**src/rtl/sync_fifo_param.sv**
```systemverilog
// Parametrised single-clock FIFO with registered fill level, threshold
// flags, error pulses and a selectable first-word-fall-through read port.
module sync_fifo_param #(
  parameter int WIDTH         = 8,
  parameter int DEPTH         = 16,
  parameter int ADDR_WIDTH    = $clog2(DEPTH),
  parameter int AFULL_THRESH  = DEPTH - 2,
  parameter int AEMPTY_THRESH = 2,
  parameter int FWFT          = 0
) (
  input  logic                  clk_i,
  input  logic                  rst_i,
  input  logic [WIDTH-1:0]      wdata_i,
  input  logic                  wr_valid_i,
  input  logic                  rd_valid_i,
  output logic [WIDTH-1:0]      rdata_o,
  output logic                  rdata_valid_o,
  output logic                  full_o,
  output logic                  empty_o,
  output logic                  almost_full_o,
  output logic                  almost_empty_o,
  output logic [ADDR_WIDTH:0]   count_o,
  output logic                  wr_error_o,
  output logic                  rd_error_o
);

  localparam logic [ADDR_WIDTH:0] LP_DEPTH = (ADDR_WIDTH+1)'(DEPTH);
  localparam logic [ADDR_WIDTH:0] LP_AF    = (ADDR_WIDTH+1)'(AFULL_THRESH);
  localparam logic [ADDR_WIDTH:0] LP_AE    = (ADDR_WIDTH+1)'(AEMPTY_THRESH);

  logic [WIDTH-1:0]    r_mem [DEPTH];
  logic [ADDR_WIDTH:0] r_wr_ptr;
  logic [ADDR_WIDTH:0] r_rd_ptr;
  logic [ADDR_WIDTH:0] r_count;
  logic                r_full;
  logic                r_empty;
  logic                r_afull;
  logic                r_aempty;
  logic                r_wr_err;
  logic                r_rd_err;

  logic                w_wr_en;
  logic                w_rd_en;
  logic [ADDR_WIDTH:0] w_wr_ptr_nxt;
  logic [ADDR_WIDTH:0] w_rd_ptr_nxt;
  logic [ADDR_WIDTH:0] w_count_nxt;

  // Acceptance uses the registered flags only; no pass-through at full.
  assign w_wr_en      = wr_valid_i && !r_full;
  assign w_rd_en      = rd_valid_i && !r_empty;
  assign w_wr_ptr_nxt = r_wr_ptr + (ADDR_WIDTH+1)'(w_wr_en);
  assign w_rd_ptr_nxt = r_rd_ptr + (ADDR_WIDTH+1)'(w_rd_en);
  assign w_count_nxt  = w_wr_ptr_nxt - w_rd_ptr_nxt;

  always_ff @(posedge clk_i or posedge rst_i) begin
    if (rst_i) begin
      r_wr_ptr <= '0;
      r_rd_ptr <= '0;
      r_count  <= '0;
      r_full   <= 1'b0;
      r_empty  <= 1'b1;
      r_afull  <= 1'b0;
      r_aempty <= 1'b1;
      r_wr_err <= 1'b0;
      r_rd_err <= 1'b0;
    end else begin
      r_wr_ptr <= w_wr_ptr_nxt;
      r_rd_ptr <= w_rd_ptr_nxt;
      r_count  <= w_count_nxt;
      r_full   <= (w_count_nxt == LP_DEPTH);
      r_empty  <= (w_count_nxt == '0);
      r_afull  <= (w_count_nxt >= LP_AF);
      r_aempty <= (w_count_nxt <= LP_AE);
      r_wr_err <= wr_valid_i && r_full;
      r_rd_err <= rd_valid_i && r_empty;
    end
  end

  always_ff @(posedge clk_i) begin
    if (w_wr_en) begin
      r_mem[r_wr_ptr[ADDR_WIDTH-1:0]] <= wdata_i;
    end
  end

  generate
    if (FWFT != 0) begin : g_fwft
      assign rdata_o       = r_empty ? '0 : r_mem[r_rd_ptr[ADDR_WIDTH-1:0]];
      assign rdata_valid_o = 1'b0;
    end else begin : g_std
      logic [WIDTH-1:0] r_rdata;
      logic             r_rvalid;

      always_ff @(posedge clk_i or posedge rst_i) begin
        if (rst_i) begin
          r_rdata  <= '0;
          r_rvalid <= 1'b0;
        end else begin
          r_rvalid <= w_rd_en;
          if (w_rd_en) begin
            r_rdata <= r_mem[r_rd_ptr[ADDR_WIDTH-1:0]];
          end
        end
      end

      assign rdata_o       = r_rdata;
      assign rdata_valid_o = r_rvalid;
    end
  endgenerate

  assign full_o         = r_full;
  assign empty_o        = r_empty;
  assign almost_full_o  = r_afull;
  assign almost_empty_o = r_aempty;
  assign count_o        = r_count;
  assign wr_error_o     = r_wr_err;
  assign rd_error_o     = r_rd_err;

endmodule

```
**config.mk**
```make
export PLATFORM = sky130hd
export DESIGN_NAME = sync_fifo_param
export DESIGN_NICKNAME = d
export VERILOG_FILES = /design/src/rtl/sync_fifo_param.sv
export SDC_FILE = /design/constraint.sdc
export NUM_CORES = 1
export LEC_CHECK = 0
export ABC_CLOCK_PERIOD_IN_PS = 2800
export CAP_MARGIN = 30
export CORE_ASPECT_RATIO = 0.75
export CORE_MARGIN = 1.5
export CORE_UTILIZATION = 28
export DETAILED_ROUTE_END_ITERATION = 7
export SYNTH_ARGS = -nofsm -noshare
export SYNTH_HDL_FRONTEND = slang
export SYNTH_SLANG_ARGS = --single-unit
```
**constraint.sdc**
```tcl
create_clock -name clk_i -period 2.8 [get_ports clk_i]
set_input_delay 0.56 -clock clk_i [delete_from_list [all_inputs] [get_ports clk_i]]
set_output_delay 0.56 -clock clk_i [all_outputs]
set_load 0.005 [all_outputs]
```
==> results of run 1 <==
## synthesized netlist by cell type, types with 2 or more instances
cell type	n
sky130_fd_sc_hd__nand3_1	6
sky130_fd_sc_hd__dfrtp_1	28
sky130_fd_sc_hd__nor3_1	6
sky130_fd_sc_hd__inv_1	8
sky130_fd_sc_hd__xnor2_1	8
sky130_fd_sc_hd__mux4_2	32
sky130_fd_sc_hd__dfstp_2	2
sky130_fd_sc_hd__a22oi_1	7
sky130_fd_sc_hd__nor2b_1	2
sky130_fd_sc_hd__and2_1	2
sky130_fd_sc_hd__edfxtp_1	128
sky130_fd_sc_hd__o21ai_1	6
sky130_fd_sc_hd__clkbuf_1	4
sky130_fd_sc_hd__nand3b_1	2
sky130_fd_sc_hd__nand2_1	6
sky130_fd_sc_hd__o21ai_0	3
sky130_fd_sc_hd__nor2_1	16
sky130_fd_sc_hd__nand2b_1	4
sky130_fd_sc_hd__mux2_2	8
sky130_fd_sc_hd__xor2_1	4
sky130_fd_sc_hd__buf_2	5
sky130_fd_sc_hd__buf_4	3
sky130_fd_sc_hd__mux2i_1	8
sky130_fd_sc_hd__ha_1	8
## worst paths after layout
kind                       slack, ns          end   startpoint  depth (start not counted)
setup / recovery                0.09       full_o   wr_valid_i                         10
hold / removal                  0.49  r_rd_ptr[4]  r_rd_ptr[4]                          1
setup reg to reg                0.13       full_o      empty_o                         10
hold reg to reg                 0.49  r_rd_ptr[4]  r_rd_ptr[4]                          1
max in group asynchronous       1.94      empty_o        rst_i                          3
min in group asynchronous       0.54   rd_error_o        rst_i                          3
## repair_timing
item                       in CTS  in global routing
gates cloned                    0                  0
resized for setup               1                  2
pin swaps                       0                  1
setup endpoints to repair       1                  4
## worst max-delay path, stage by stage
cell and delay (ns):
sky130_fd_sc_hd__clkdlybuf4s50_1 0.47, sky130_fd_sc_hd__nor2b_1 0.19, sky130_fd_sc_hd__ha_1 0.21, sky130_fd_sc_hd__ha_1 0.27, sky130_fd_sc_hd__xnor2_1 0.15, sky130_fd_sc_hd__ha_1 0.24
sky130_fd_sc_hd__o311ai_2 0.30, sky130_fd_sc_hd__o211ai_1 0.18, sky130_fd_sc_hd__xnor2_2 0.24, sky130_fd_sc_hd__nor3b_1 0.23
## sequential cells by signal (all words and copies together), names as in the netlist
name            cells
full_o              1
r_mem             128
empty_o             1
rdata_o             8
almost_full_o       1
rdata_valid_o       1
r_wr_ptr            5
count_o             5
rd_error_o          1
almost_empty_o      1
wr_error_o          1
r_rd_ptr            5
## metrics by stage
| step | instances | setup TNS, ns | hold WS [ns] |
|---|---|---|---|
| 2_1_floorplan | 318 | 0 | 0.460 |
| 4_1_cts | 699 | 0 | 0.497 |
| 6_report | 699 | 0 | 0.486 |
| 3_5_place_dp | 667 | -1.34 | 0.487 |
| 3_3_place_gp | 667 | -0.844 | 0.477 |
| 5_1_grt | 699 | -0.218 | 0.503 |
## power breakdown
part,switching [mW],leakage [nW],internal (mW),total [mW]
Clock,1.08,0.292,1.20,2.28
Combinational,1.47,0.886,1.54,3.01
Sequential,0.229,1.52,2.95,3.18
## area by class of cell
type | instances | area [um^2] | share of cell area, %
inverter | 8 | 30.0 | 0.388
tap | 288 | 360 | 4.66
sequential | 158 | 4600 | 59.5
timing repair buffer | 74 | 633 | 8.19
clock inverter | 15 | 165 | 2.14
clock buffer | 17 | 425 | 5.50
multi-input combinational | 139 | 1520 | 19.6
## routing by layer
layer	GRT usage (%)	routed length, um	part of all wire [%]	vias up
met1	17.5	6420	50	1663
met2	17.4	5810	45	72
met3	3.58	560	4.3	12
met4	3.42	158	1.2	0
li1	-	-	-	1420
met5	0	0	0	-
## cell families (layout without fill, tap and decap cells)
kind of cell	Yosys count	after routing	synth area share [%]
and+or+nand+nor	47	47	3.74
AOI/OAI and AO/OA	23	23	2.47
adders and majority gates	8	8	1.62
DFF	158	158	74.3
xor gates and xnor gates	13	13	1.96
muxes	48	48	14.4
buffers and inverters	21	114	1.56
==> metrics.txt, run 1 <==
# TYPE chip_impl_metric gauge
chip_impl_info{name="outcome",value="completed"} 1
chip_impl_info{name="cts_tree",value="yes"} 1
chip_impl_metric{name="clk_pin_slew",unit="ns"} 0.07
chip_impl_metric{name="fin_total_pwr",unit="mW"} 8.48
chip_impl_metric{name="drt_pre_antenna_iters",unit=""} 4
chip_impl_info{name="worst_setup_path_start_kind",value="primary input"} 1
chip_impl_metric{name="dr.first_iter.drc_count",unit=""} 221
chip_impl_metric{name="worst_pin_slew",unit="ns"} 0.658
chip_impl_metric{name="final_layout_size_suffix_gt1_share",unit="%"} 30.2
chip_impl_metric{name="grt_first_pass_wirelength",unit="mm"} 20.2
chip_impl_metric{name="tritoncts.num_buffers",unit=""} 17
chip_impl_metric{name="share_of_synthesized_area_occupied_by_flip_flops_and_latches",unit="%"} 74.3
chip_impl_metric{name="grt_remaining_overflow",unit=""} 0
chip_impl_metric{name="synth-seq-cells",unit=""} 158
chip_impl_metric{name="final_max_slew_viol_count",unit=""} 0
chip_impl_metric{name="dpl.hpwl",unit="mm"} 8.29
chip_impl_metric{name="areaGrowthSynthToFinish",unit="%"} 24.9
chip_impl_metric{name="ir_drop",unit="mV"} 0.460
chip_impl_metric{name="nets",unit=""} 418
chip_impl_metric{name="slew_headroom",unit="%"} 56.1
chip_impl_metric{name="maximum_number_of_pins_on_one_net_before_global_route_repair",unit=""} 33
chip_impl_metric{name="die_area",unit="mm^2"} 0.0230
chip_impl_metric{name="die_w",unit="um"} 175
chip_impl_info{name="synth_top_cells_by_area",value="sky130_fd_sc_hd__edfxtp_1 62%, sky130_fd_sc_hd__mux4_2 12%, sky130_fd_sc_hd__dfrtp_1 11%"} 1
chip_impl_metric{name="worst_ep_arrival_time",unit="ns"} 3.04
chip_impl_metric{name="final_antenna_net_count",unit=""} 0
chip_impl_info{name="grt_setup_unrepaired",value="true"} 1
chip_impl_metric{name="port-buffer-count",unit=""} 31
chip_impl_info{name="ys_dominant_reg_cell",value="sky130_fd_sc_hd__edfxtp_1"} 1
chip_impl_metric{name="antenna_cells_inserted",unit=""} 0
chip_impl_metric{name="postSynth.asyncResetShare",unit="%"} 19.0
chip_impl_metric{name="vias",unit=""} 3167
chip_impl_metric{name="p_leak",unit="nW"} 2.69
chip_impl_metric{name="placed_area",unit="mm^2"} 0.00712
chip_impl_metric{name="antenna_violations_before_repair",unit=""} 0
chip_impl_metric{name="timing.max_cap.violations",unit=""} 0
chip_impl_metric{name="filler_cell_count",unit=""} 1995
chip_impl_metric{name="worst_skew_pair.late_latency",unit="ns"} 0.42
chip_impl_metric{name="clock_skew",unit="ns"} 0.0104
chip_impl_metric{name="globalRouteTotalUtil",unit="%"} 12.0
chip_impl_metric{name="synthesis.area",unit="mm^2"} 0.00619
chip_impl_info{name="synth_largest_area_cell",value="sky130_fd_sc_hd__edfxtp_1"} 1
chip_impl_metric{name="synth_enable_flop_cells",unit=""} 128
chip_impl_metric{name="clock_tree.buffer_depth",unit=""} 2
chip_impl_metric{name="cp_data_required_time",unit="ns"} 3.13
chip_impl_metric{name="finish.instance_area",unit="mm^2"} 0.00773
chip_impl_info{name="timing.setup.critical_path_class",value="primary input to flip-flop"} 1
chip_impl_metric{name="synth_cells",unit=""} 318
chip_impl_metric{name="post-cts-setup-buffers",unit=""} 0
chip_impl_metric{name="pwr_density_cell",unit="mW/mm^2"} 1100
chip_impl_metric{name="hold_buffers",unit=""} 0
chip_impl_metric{name="totalWireLength",unit="mm"} 12.9
chip_impl_info{name="root_buffer",value="sky130_fd_sc_hd__clkbuf_16"} 1
chip_impl_metric{name="fin_crit_sh",unit="%"} 96.7
chip_impl_metric{name="avgSynthCellArea",unit="um^2"} 19.5
chip_impl_info{name="mostFrequentLayoutCells",value="128 x sky130_fd_sc_hd__edfxtp_1, 43 x sky130_fd_sc_hd__buf_4, 32 x sky130_fd_sc_hd__mux4_2"} 1
chip_impl_metric{name="cts_num_sinks",unit=""} 158
chip_impl_metric{name="wl_cell",unit="um"} 18.5
chip_impl_metric{name="vias_in_the_first_global_route",unit=""} 3367
chip_impl_metric{name="gp_congestion",unit=""} 0.770
chip_impl_metric{name="mappedNetlistNets",unit=""} 338
chip_impl_metric{name="finalHoldViolCount",unit=""} 0
chip_impl_metric{name="setup_viol",unit=""} 0
chip_impl_info{name="hold_path.class",value="flip-flop to flip-flop"} 1
chip_impl_metric{name="rows",unit=""} 46
chip_impl_metric{name="cts_max_level",unit=""} 4
chip_impl_metric{name="fin_crit",unit="ns"} 2.71
chip_impl_info{name="kind_of_end_point_of_the_critical_path",value="flip-flop"} 1
chip_impl_metric{name="max_freq",unit="MHz"} 369
chip_impl_metric{name="ys_warn_count",unit=""} 0
chip_impl_metric{name="initial_core_utilization",unit="%"} 28.9
chip_impl_metric{name="final_critical_path_setup_slack",unit="ns"} 0.0914
chip_impl_metric{name="portion_of_synthesized_cell_area_occupied_by_the_leading_cell_type",unit="%"} 62.1
chip_impl_metric{name="synthDistinctLibCells",unit=""} 36
chip_impl_info{name="layout.cells.most_common",value="sky130_fd_sc_hd__edfxtp_1"} 1
chip_impl_metric{name="core-area",unit="mm^2"} 0.0214
chip_impl_metric{name="pre_cts_slack",unit="ns"} -0.376
chip_impl_metric{name="path_max_fanout",unit=""} 5
chip_impl_metric{name="avgViaCountPerCell",unit=""} 4.53
chip_impl_metric{name="drcViolationCount",unit=""} 0
chip_impl_metric{name="die_height",unit="um"} 132
chip_impl_metric{name="num_io_pins",unit=""} 32
chip_impl_metric{name="utilization",unit="%"} 36.1
Power figures use the tool's default switching activity.
==> run 2, diff against run 1 <==
- REMOVE_ABC_BUFFERS: default -> 1
==> metrics.txt, run 2 (same netlist as run 1, synthesis figures left out) <==
# TYPE chip_impl_metric gauge
chip_impl_metric{name="ir_drop",unit="mV"} 0.537
chip_impl_metric{name="post_cts_resize_count",unit=""} 0
chip_impl_metric{name="nets",unit=""} 409
chip_impl_metric{name="worst_skew_pair.late_latency",unit="ns"} 0.41
chip_impl_metric{name="vias",unit=""} 3066
chip_impl_metric{name="cts_max_level",unit=""} 4
chip_impl_metric{name="vias_in_the_first_global_route",unit=""} 3251
chip_impl_metric{name="antenna_violations_before_repair",unit=""} 0
chip_impl_info{name="grt_setup_unrepaired",value="true"} 1
chip_impl_metric{name="worst-r2r-setup-slack",unit="ns"} 0.16
chip_impl_metric{name="tritoncts.num_buffers",unit=""} 17
chip_impl_metric{name="cellInternalPower",unit="mW"} 5.96
chip_impl_metric{name="antenna_cells_inserted",unit=""} 0
chip_impl_metric{name="maximum_number_of_pins_on_one_net_before_global_route_repair",unit=""} 33
chip_impl_info{name="root_buffer",value="sky130_fd_sc_hd__clkbuf_16"} 1
chip_impl_metric{name="grt_remaining_overflow",unit=""} 0
chip_impl_metric{name="final_max_slew_viol_count",unit=""} 0
chip_impl_metric{name="rows",unit=""} 46
chip_impl_metric{name="avgViaCountPerCell",unit=""} 4.44
chip_impl_metric{name="port-buffer-count",unit=""} 31
chip_impl_metric{name="finalHoldViolCount",unit=""} 0
chip_impl_metric{name="cts_num_sinks",unit=""} 158
chip_impl_metric{name="pwr_density_cell",unit="mW/mm^2"} 1110
chip_impl_metric{name="setup_viol",unit=""} 0
chip_impl_metric{name="wl_cell",unit="um"} 18.7
chip_impl_metric{name="ff_latch_area",unit="mm^2"} 0.00460
chip_impl_info{name="layout.cells.most_common",value="sky130_fd_sc_hd__edfxtp_1"} 1
chip_impl_metric{name="layoutNonFillerInstCount",unit=""} 690
chip_impl_info{name="cts_tree",value="yes"} 1
chip_impl_metric{name="clk_pin_slew",unit="ns"} 0.06
chip_impl_metric{name="pre_cts_slack",unit="ns"} -0.344
chip_impl_metric{name="inst_count_dp",unit=""} 658
chip_impl_metric{name="core-area",unit="mm^2"} 0.0214
chip_impl_metric{name="clock_skew",unit="ns"} 0.00875
chip_impl_metric{name="timing.max_cap.violations",unit=""} 0
chip_impl_info{name="mostFrequentLayoutCells",value="128 x sky130_fd_sc_hd__edfxtp_1, 34 x sky130_fd_sc_hd__buf_4, 32 x sky130_fd_sc_hd__mux4_2"} 1
chip_impl_metric{name="totalWireLength",unit="mm"} 12.9
chip_impl_metric{name="cp_data_required_time",unit="ns"} 3.13
chip_impl_info{name="outcome",value="completed"} 1
chip_impl_metric{name="fin_crit",unit="ns"} 2.66
chip_impl_metric{name="die_w",unit="um"} 175
chip_impl_metric{name="fin_crit_sh",unit="%"} 94.9
chip_impl_info{name="worst_setup_path_start_kind",value="primary input"} 1
chip_impl_metric{name="power.net_switching",unit="mW"} 2.59
chip_impl_metric{name="die_height",unit="um"} 132
chip_impl_metric{name="drt_pre_antenna_iters",unit=""} 5
chip_impl_metric{name="dpl.hpwl",unit="mm"} 8.13
chip_impl_metric{name="post-cts-setup-buffers",unit=""} 0
chip_impl_metric{name="worst_ep_arrival_time",unit="ns"} 2.99
chip_impl_info{name="timing.setup.critical_path_class",value="primary input to flip-flop"} 1
chip_impl_metric{name="netSwitchingFraction",unit="%"} 30.3
chip_impl_metric{name="dr.first_iter.drc_count",unit=""} 293
chip_impl_metric{name="max_freq",unit="MHz"} 376
chip_impl_metric{name="p_clk_share",unit="%"} 26.8
chip_impl_metric{name="num_io_pins",unit=""} 32
chip_impl_metric{name="areaGrowthSynthToFinish",unit="%"} 24.0
chip_impl_metric{name="tns",unit="ns"} 0
chip_impl_metric{name="final_critical_path_setup_slack",unit="ns"} 0.144
chip_impl_metric{name="initial_core_utilization",unit="%"} 28.9
chip_impl_info{name="hold_path.class",value="flip-flop to flip-flop"} 1
chip_impl_metric{name="hold_buffers",unit=""} 0
chip_impl_metric{name="p_leak",unit="nW"} 2.64
chip_impl_metric{name="final_layout_size_suffix_gt1_share",unit="%"} 27.9
chip_impl_metric{name="grt_first_pass_wirelength",unit="mm"} 20.1
chip_impl_metric{name="comb_power_share",unit="%"} 36.3
chip_impl_metric{name="filler_cell_count",unit=""} 2008
chip_impl_metric{name="die_area",unit="mm^2"} 0.0230
chip_impl_metric{name="slew_headroom",unit="%"} 53.1
chip_impl_metric{name="final_antenna_net_count",unit=""} 0
chip_impl_metric{name="gp_congestion",unit=""} 0.723
chip_impl_metric{name="path_max_fanout",unit=""} 5
chip_impl_metric{name="utilization",unit="%"} 35.8
chip_impl_metric{name="multi_input_gate_area",unit="mm^2"} 0.00152
chip_impl_metric{name="flip_flop_count_of_the_largest_register_after_layout",unit=""} 128
chip_impl_metric{name="clock_tree.buffer_depth",unit=""} 2
chip_impl_metric{name="drcViolationCount",unit=""} 0
chip_impl_metric{name="globalRouteTotalUtil",unit="%"} 12.0
chip_impl_metric{name="worst_pin_slew",unit="ns"} 0.701
chip_impl_metric{name="pwr-share-seq",unit="%"} 36.9
chip_impl_info{name="kind_of_end_point_of_the_critical_path",value="flip-flop"} 1
## run 2: cell types whose count changed in the layout (fill, tap and decap cells not counted), moves of 2 or more
cell	previous run	this run
sky130_fd_sc_hd__ha_2	0	2
sky130_fd_sc_hd__clkbuf_16	17	20
sky130_fd_sc_hd__clkinv_8	3	0
sky130_fd_sc_hd__ha_1	8	6
sky130_fd_sc_hd__inv_8	6	0
sky130_fd_sc_hd__clkinvlp_4	0	2
sky130_fd_sc_hd__clkbuf_1	0	3
sky130_fd_sc_hd__buf_4	43	34
sky130_fd_sc_hd__inv_6	3	1
## run 2: layer usage
layer,track usage (%),part of all wire (%)
met4,4.56,0.82
met1,16.9,46
met3,3.40,6.8
met5,0,0
met2,17.5,46
## run 2: path summary, 6_finish.rpt
check,start,endpoint,depth (start not counted)
worst min-delay path,r_rd_ptr[4],r_rd_ptr[4],1
max in group asynchronous,rst_i,empty_o,3
min in group asynchronous,rst_i,almost_full_o,3
worst max register to register,empty_o,almost_empty_o,11
worst max-delay path,rd_valid_i,almost_empty_o,12
worst min register to register,r_rd_ptr[4],r_rd_ptr[4],1
## run 2: power groups by stage
stage	clock network, mW	logic (mW)	registers (mW)
6_report	2.29	3.11	3.15
5_1_grt	2.44	3.41	3.20
4_1_cts	2.35	3.15	3.15
3_5_place_dp	0	3.12	3.20
3_3_place_gp	0	3.06	3.19
2_1_floorplan	0	1.67	3.35
## run 2: area by class of cell
class	instances	area share, %
clock inverter	8	0.995
multi-input combinational	139	19.8
clock buffer	24	6.85
tap	288	4.70
sequential	158	59.9
timing repair buffer	65	7.37
inverter	8	0.391
## run 2: per-stage QoR
| stage | hold WS [ns] | area (um^2) | power [mW] |
|---|---|---|---|
| after floorplan | 0.460 | 6120 | 5.02 |
| after detailed placement | 0.477 | 7050 | 6.32 |
| after CTS | 0.489 | 7650 | 8.65 |
| after global routing | 0.506 | 7670 | 9.06 |
| final | 0.493 | 7670 | 8.55 |
| after global placement | 0.476 | 7050 | 6.25 |
## run 2: critical path: stages
cell and delay, ns:
sky130_fd_sc_hd__clkdlybuf4s50_1 0.47, sky130_fd_sc_hd__nand2b_1 0.07, sky130_fd_sc_hd__inv_1 0.09, sky130_fd_sc_hd__ha_1 0.17, sky130_fd_sc_hd__ha_2 0.31, sky130_fd_sc_hd__xnor2_1 0.14
sky130_fd_sc_hd__ha_1 0.21, sky130_fd_sc_hd__o311ai_1 0.27, sky130_fd_sc_hd__o211ai_1 0.15, sky130_fd_sc_hd__xnor2_1 0.17, sky130_fd_sc_hd__buf_4 0.16, sky130_fd_sc_hd__a211oi_1 0.20
==> edit 1 (config.mk and constraints of run 2) <==
The parameter `DEPTH` goes from 16 to 64.
--- a/src/rtl/sync_fifo_param.sv
+++ b/src/rtl/sync_fifo_param.sv
@@ -2,7 +2,7 @@
 // flags, error pulses and a selectable first-word-fall-through read port.
 module sync_fifo_param #(
   parameter int WIDTH         = 8,
-  parameter int DEPTH         = 16,
+  parameter int DEPTH         = 64,
   parameter int ADDR_WIDTH    = $clog2(DEPTH),
   parameter int AFULL_THRESH  = DEPTH - 2,
   parameter int AEMPTY_THRESH = 2,
Interface: changed (resized count_o); port bits go from 32 to 34. The function was not compared with the original's and may differ.
==> edit 1 against run 2 <==
The run now ends with setup timing left; first-iteration DRC count rose to 4.1 times the old value; power rose to 3.1 times the old value; sequential cell count is 390 higher; highest routed layer unchanged; synthesized area grew to 3.5 times the old value; die area increased to 3.4 times the old value; routed wire length grew to 4.1 times the old value; sequential power rose to 3.1 times the old value; count of clock-buffer cells in the layout is 36 higher; critical path type is now reg2reg; final area rose to 3.4 times the old value; combinational power increased to 3.0 times the old value; worst setup slack lost 0.16 ns.
==> edit 1: results (changes against run 2) <==
Global routing:
- The first-pass GRT wire length is 75.96 mm (+280%).
- The via count of the first global-routing pass is 11.27k (+250%).
- The number of antenna violations at the first check in global routing was 1 (+1).
- The global router's overall resource usage is 13.11% (+1.1 points).
- The pin count of the biggest net entering global routing is 85 (+160%).

Drt:
- The met3 routed wirelength is 5.103 mm (+480%).
- The routed metal-1 wire length is 25.58 mm (+330%).
- The count of routing violations after the opening detailed-route iteration is 1192 (+310%).
- The per-cell via count in the routed design is 4.771 (+7.4%).
- The routed length on met2 came to 21.49 mm (+260%).

Clocking:
- The later-pin clock latency in the skew report is 0.59 ns (+0.18 ns).
- The maximum clock path buffer count came to 3 (+1).
- The number of CTS-inserted buffers came to 49 (+32).
- The H-tree depth reported by CTS was 2 (-2).

Synthesis:
- The fraction of registers with async set/reset is 6.569% (-12 points).
- The synthesized netlist cell count is 1120 (+250%).
- Yosys attributes the largest share of cell area to sky130_fd_sc_hd__edfxtp_1, sky130_fd_sc_hd__mux4_2, sky130_fd_sc_hd__mux2i_1.
- After synthesis, the most frequently instantiated cells are sky130_fd_sc_hd__edfxtp_1, sky130_fd_sc_hd__mux2i_1, sky130_fd_sc_hd__mux4_2.
- The portion of the post-synthesis area used by sequential elements is 75.30% (+1.0 points).
- The count of flip-flops with a built-in enable after synthesis came to 512 (+300%).

STA:
- The final-report setup violation count is 2 (+2).
- The setup TNS after final layout was -0.02638 ns (-0.02638 ns).
- The final worst setup slack is -0.01739 ns (-0.1610 ns).
- The slew at the pin closest to its max-slew limit is 0.8109 ns (+0.1098 ns).
- The final setup skew is 0.02704 ns (+0.01829 ns).
- The worst slack on hold paths is 0.3080 ns (-0.1855 ns).

Place:
- The number of placed cells counting well taps came to 2271 (+250%).
- The number of I/O port buffers is 33 (+6.5%).
- The area after detailed placement is 24060 um^2 (+240%).
- The detailed-placement wirelength estimate came to 33.26 mm (+310%).
- The global placement routability congestion is 0.8179 (+13%).

Critical path:
- The data arrival time of the worst path is 3.31 ns (+0.32 ns).
- The maximum fanout count along the critical path is 3 (-2).
- The cell with the largest stage delay on the worst path is sky130_fd_sc_hd__dfstp_2.

Power:
- The switching part of the total power is 31.18% (+0.89 points).
- The leakage power of the design is 8.823 nW (+230%).
- The peak supply drop is 924.1 uV (+72%).

Outcome:
- The final reports fail on setup timing.
- The run finished, with violations left.

Cells and area:
- The share of layout cells above drive strength 1 was 27.90% (+0.038 points).
- The number of fill cells is 7245 (+260%).
- The post-layout instance count excluding filler cells came to 2372 (+240%).
edit 1: metal layers:
layer | up-vias | global-route usage, %
li1 | 4865 | -
met1 | 5970 | 20.58
met2 | 428 | 17.56
met3 | 53 | 4.156
met4 | 0 | 2.254
met5 | - | 0
edit 1: final cells by class:
cell class / count / area, um^2 / area share, %
Clock buffer: 60 / 1310 / 4.993
Clock inverter: 32 / 462.9 / 1.765
Inverter: 16 / 62.56 / 0.2385
Multi-Input combinational cell: 496 / 5149 / 19.63
Sequential cell: 548 / 16290 / 62.08
Tap cell: 1035 / 1295 / 4.936
Timing Repair Buffer: 185 / 1669 / 6.362
edit 1: final timing paths:
check / startpoint / endpoint / cells past startpoint
worst min register to register: r_wr_ptr[6] / r_wr_ptr[6] / 1
min in group asynchronous: rst_i / r_wr_ptr[4] / 2
worst min-delay path: wdata_i[4] / r_mem[16][4] / 1
worst max-delay path: empty_o / full_o / 11
max in group asynchronous: rst_i / empty_o / 3
worst max register to register: empty_o / full_o / 11
edit 1: logic make-up (layout without fill, tap and decap cells):
group | Yosys count | after routing | share of synthesized area [%]
flip-flops | 548 | 548 | 75.30
multiplexers | 200 | 200 | 14.42
AND/OR/NAND/NOR | 173 | 173 | 3.687
AO/OA/AOI/OAI | 99 | 99 | 3.311
buffers and inverters | 76 | 293 | 2.003
XOR/XNOR | 13 | 13 | 0.6019
adder cells (fa/ha/maj) | 11 | 11 | 0.6714
edit 1: power by group through the flow:
stage	clock network, mW	logic (mW)	registers [mW]
final	7.44	9.46	9.81
after global placement	0	8.48	9.93
after global routing	7.88	10.1	9.85
after detailed placement	0	8.54	9.94
after CTS	7.56	9.06	9.79
after floorplan	0	3.81	10.4
edit 1: what timing repair did:
action,in CTS,in global routing
setup buffers,5,1
gates resized for setup,37,16
cloned,0,3
setup endpoints to repair,5,7
pin swaps,20,5
==> edit 2 (settings of run 2) <==
Without the edit above. Put one more register stage on the output `count_o`, cleared by the reset. The value now appears one clock later. The other outputs are not delayed to match.
--- a/src/rtl/sync_fifo_param.sv
+++ b/src/rtl/sync_fifo_param.sv
@@ -111,7 +111,13 @@
   assign empty_o        = r_empty;
   assign almost_full_o  = r_afull;
   assign almost_empty_o = r_aempty;
-  assign count_o        = r_count;
+  always_ff @(posedge clk_i or posedge rst_i) begin
+    if (rst_i) begin
+      count_o <= '0;
+    end else begin
+      count_o <= r_count;
+    end
+  end
   assign wr_error_o     = r_wr_err;
   assign rd_error_o     = r_rd_err;
 
Function: changed (Yosys sat finds a counterexample within 4 cycles, from zero or initial values and one cycle with rst_i high).
==> edit 2 against run 2 <==
Power up 2.8%; final area up 2.8%; synthesized area up 3.1%; sequential cell count up 5; non-clock buffer count up 2; worst setup slack worse by 0.039 ns; count of clock-buffer cells in the layout down 4; register-to-register slack better by 0.07 ns; via count up 11%; routed wire length up 3.4%; critical path depth down 2; first-iteration DRC count down 15%; sequential share of layout area down 0.058 points; critical path type unchanged.
==> edit 2: results (changes against run 2) <==
Global routing:
- The pin count of the biggest net entering global routing was 41 (+24%).
- The global router's overall resource usage is 11.98% (-0.021 points).
- The first-pass GRT wire length is 20.51 mm (+2.3%).
- The via count of the first global-routing pass is 3507 (+7.9%).

Drt:
- The count of routing violations after the opening detailed-route iteration came to 250 (-15%).
- The via total after detailed routing was 3415 (+11%).
- The total iterations of the first detailed-routing run is 5 (unchanged).

Power:
- The switching part of the total power came to 31.92% (+1.6 points).
- The leakage power of the design is 2.762 nW (+4.7%).
- The overall power after layout was 8.789 mW (+2.8%).
- The power dissipated in the clock network is 2.24 mW (-2%).
- The relative contribution of combinational cells to total power is 37.5% (+1.2 points).

STA:
- The final setup skew is 0.007739 ns (-0.001014 ns).
- The headroom to the max-slew limit is 56.09% (+3.0 points).
- The worst slack on hold paths is 0.3502 ns (-0.1433 ns).

Critical path:
- The worst setup slack for register-to-register paths is 0.23 ns (+0.07 ns).
- On the critical path the largest part of the delay comes from simple AND/OR/NAND/NOR gates.
- The data arrival time of the worst path came to 3.05 ns (+0.06 ns).
- The delay of the slowest cell on the worst path is 0.49 ns (+0.02 ns).

Place:
- The area after detailed placement came to 7267 um^2 (+3.1%).
- The global placement routability congestion was 0.7915 (+9.5%).
- The detailed-placement wirelength estimate is 8.628 mm (+6.1%).

Synthesis:
- The synthesis warning total was 0 (unchanged).
- The top cell type's share of synthesized area is 60.24% (-1.9 points).
- By area the synthesized netlist is led by sky130_fd_sc_hd__edfxtp_1, sky130_fd_sc_hd__dfrtp_1, sky130_fd_sc_hd__mux4_2.
- Among all flip-flop cells after synthesis, the most frequent one is sky130_fd_sc_hd__edfxtp_1.
- In the synthesized netlist, the cells that appear most often are sky130_fd_sc_hd__edfxtp_1, sky130_fd_sc_hd__dfrtp_1, sky130_fd_sc_hd__nor2_1.
- The portion of the post-synthesis area used by sequential elements is 74.00% (-0.27 points).

Worst hold path:
- The origin of the worst min-delay path is r_count[1].

Outcome:
- The flow ran to the end, and the final reports show no timing, DRC or antenna violations.

Cells and area:
- The final layout net count is 453 (+11%).
- The share of layout cells above drive strength 1 is 23.77% (-4.1 points).

Clocking:
- The later-pin clock latency in the skew report came to 0.43 ns (+0.02 ns).
## edit 2: kinds of logic after synthesis
family,synth area share (%)
flops,74.00
mux,11.69
buf+inv,1.373
fa+ha+maj,1.569
simple gates,5.412
xor+xnor,2.137
compound gates,3.823
## edit 2: metal layers
metal  track usage [%]  part of all wire, %  vias up  wire (um)
li1                  -                    -     1536          -
met1             16.17                   47     1774       6262
met2             17.69                   46       93       6146
met3             4.595                  5.9       12        787
met4             3.922                 0.89        0        119
met5                 0                    0        -          0
## edit 2: path summary, 6_finish.rpt
check | cells after the start | to
min in group asynchronous | 3 | r_wr_ptr[1]
min | 0 | count_o[1]
max | 10 | full_o
min reg2reg | 0 | count_o[1]
max reg2reg | 9 | full_o
max in group asynchronous | 3 | r_rd_ptr[0]
## edit 2: layout make-up
class | count | area (um^2)
clock buffer | 20 | 436.7
timing repair buffer | 67 | 593.1
sequential | 163 | 4723
tap | 294 | 367.9
clock inverter | 12 | 130.1
inverter | 7 | 26.28
multi-input combinational | 177 | 1612
fill | 2069 | 14340
## edit 2: metrics by stage
step	setup slack (ns)	utilization (%)	setup TNS [ns]	cells
floorplan	-0.8617	-	-4.484	347
global placement	-0.3950	32.69	-1.744	706
detailed placement	-0.4590	32.69	-2.079	706
CTS	0.02873	35.26	0	738
global route	0.006301	35.49	0	740
finish	0.1042	35.49	0	740
## edit 2: worst register-to-register path: cells and delay by family, from the launching register on
family / cells / cell delay (ns)
and+or+nand+nor: 3 / 0.57
DFF: 1 / 0.57
xor gates and xnor gates: 2 / 0.40
adders and majority gates: 3 / 0.67
AOI/OAI and AO/OA: 1 / 0.30
## edit 2: what timing repair did
item | CTS | global route
buffers inserted | 0 | 2
endpoints found under the setup margin | 1 | 4
pin swaps | 2 | 2
gates resized for setup | 2 | 6
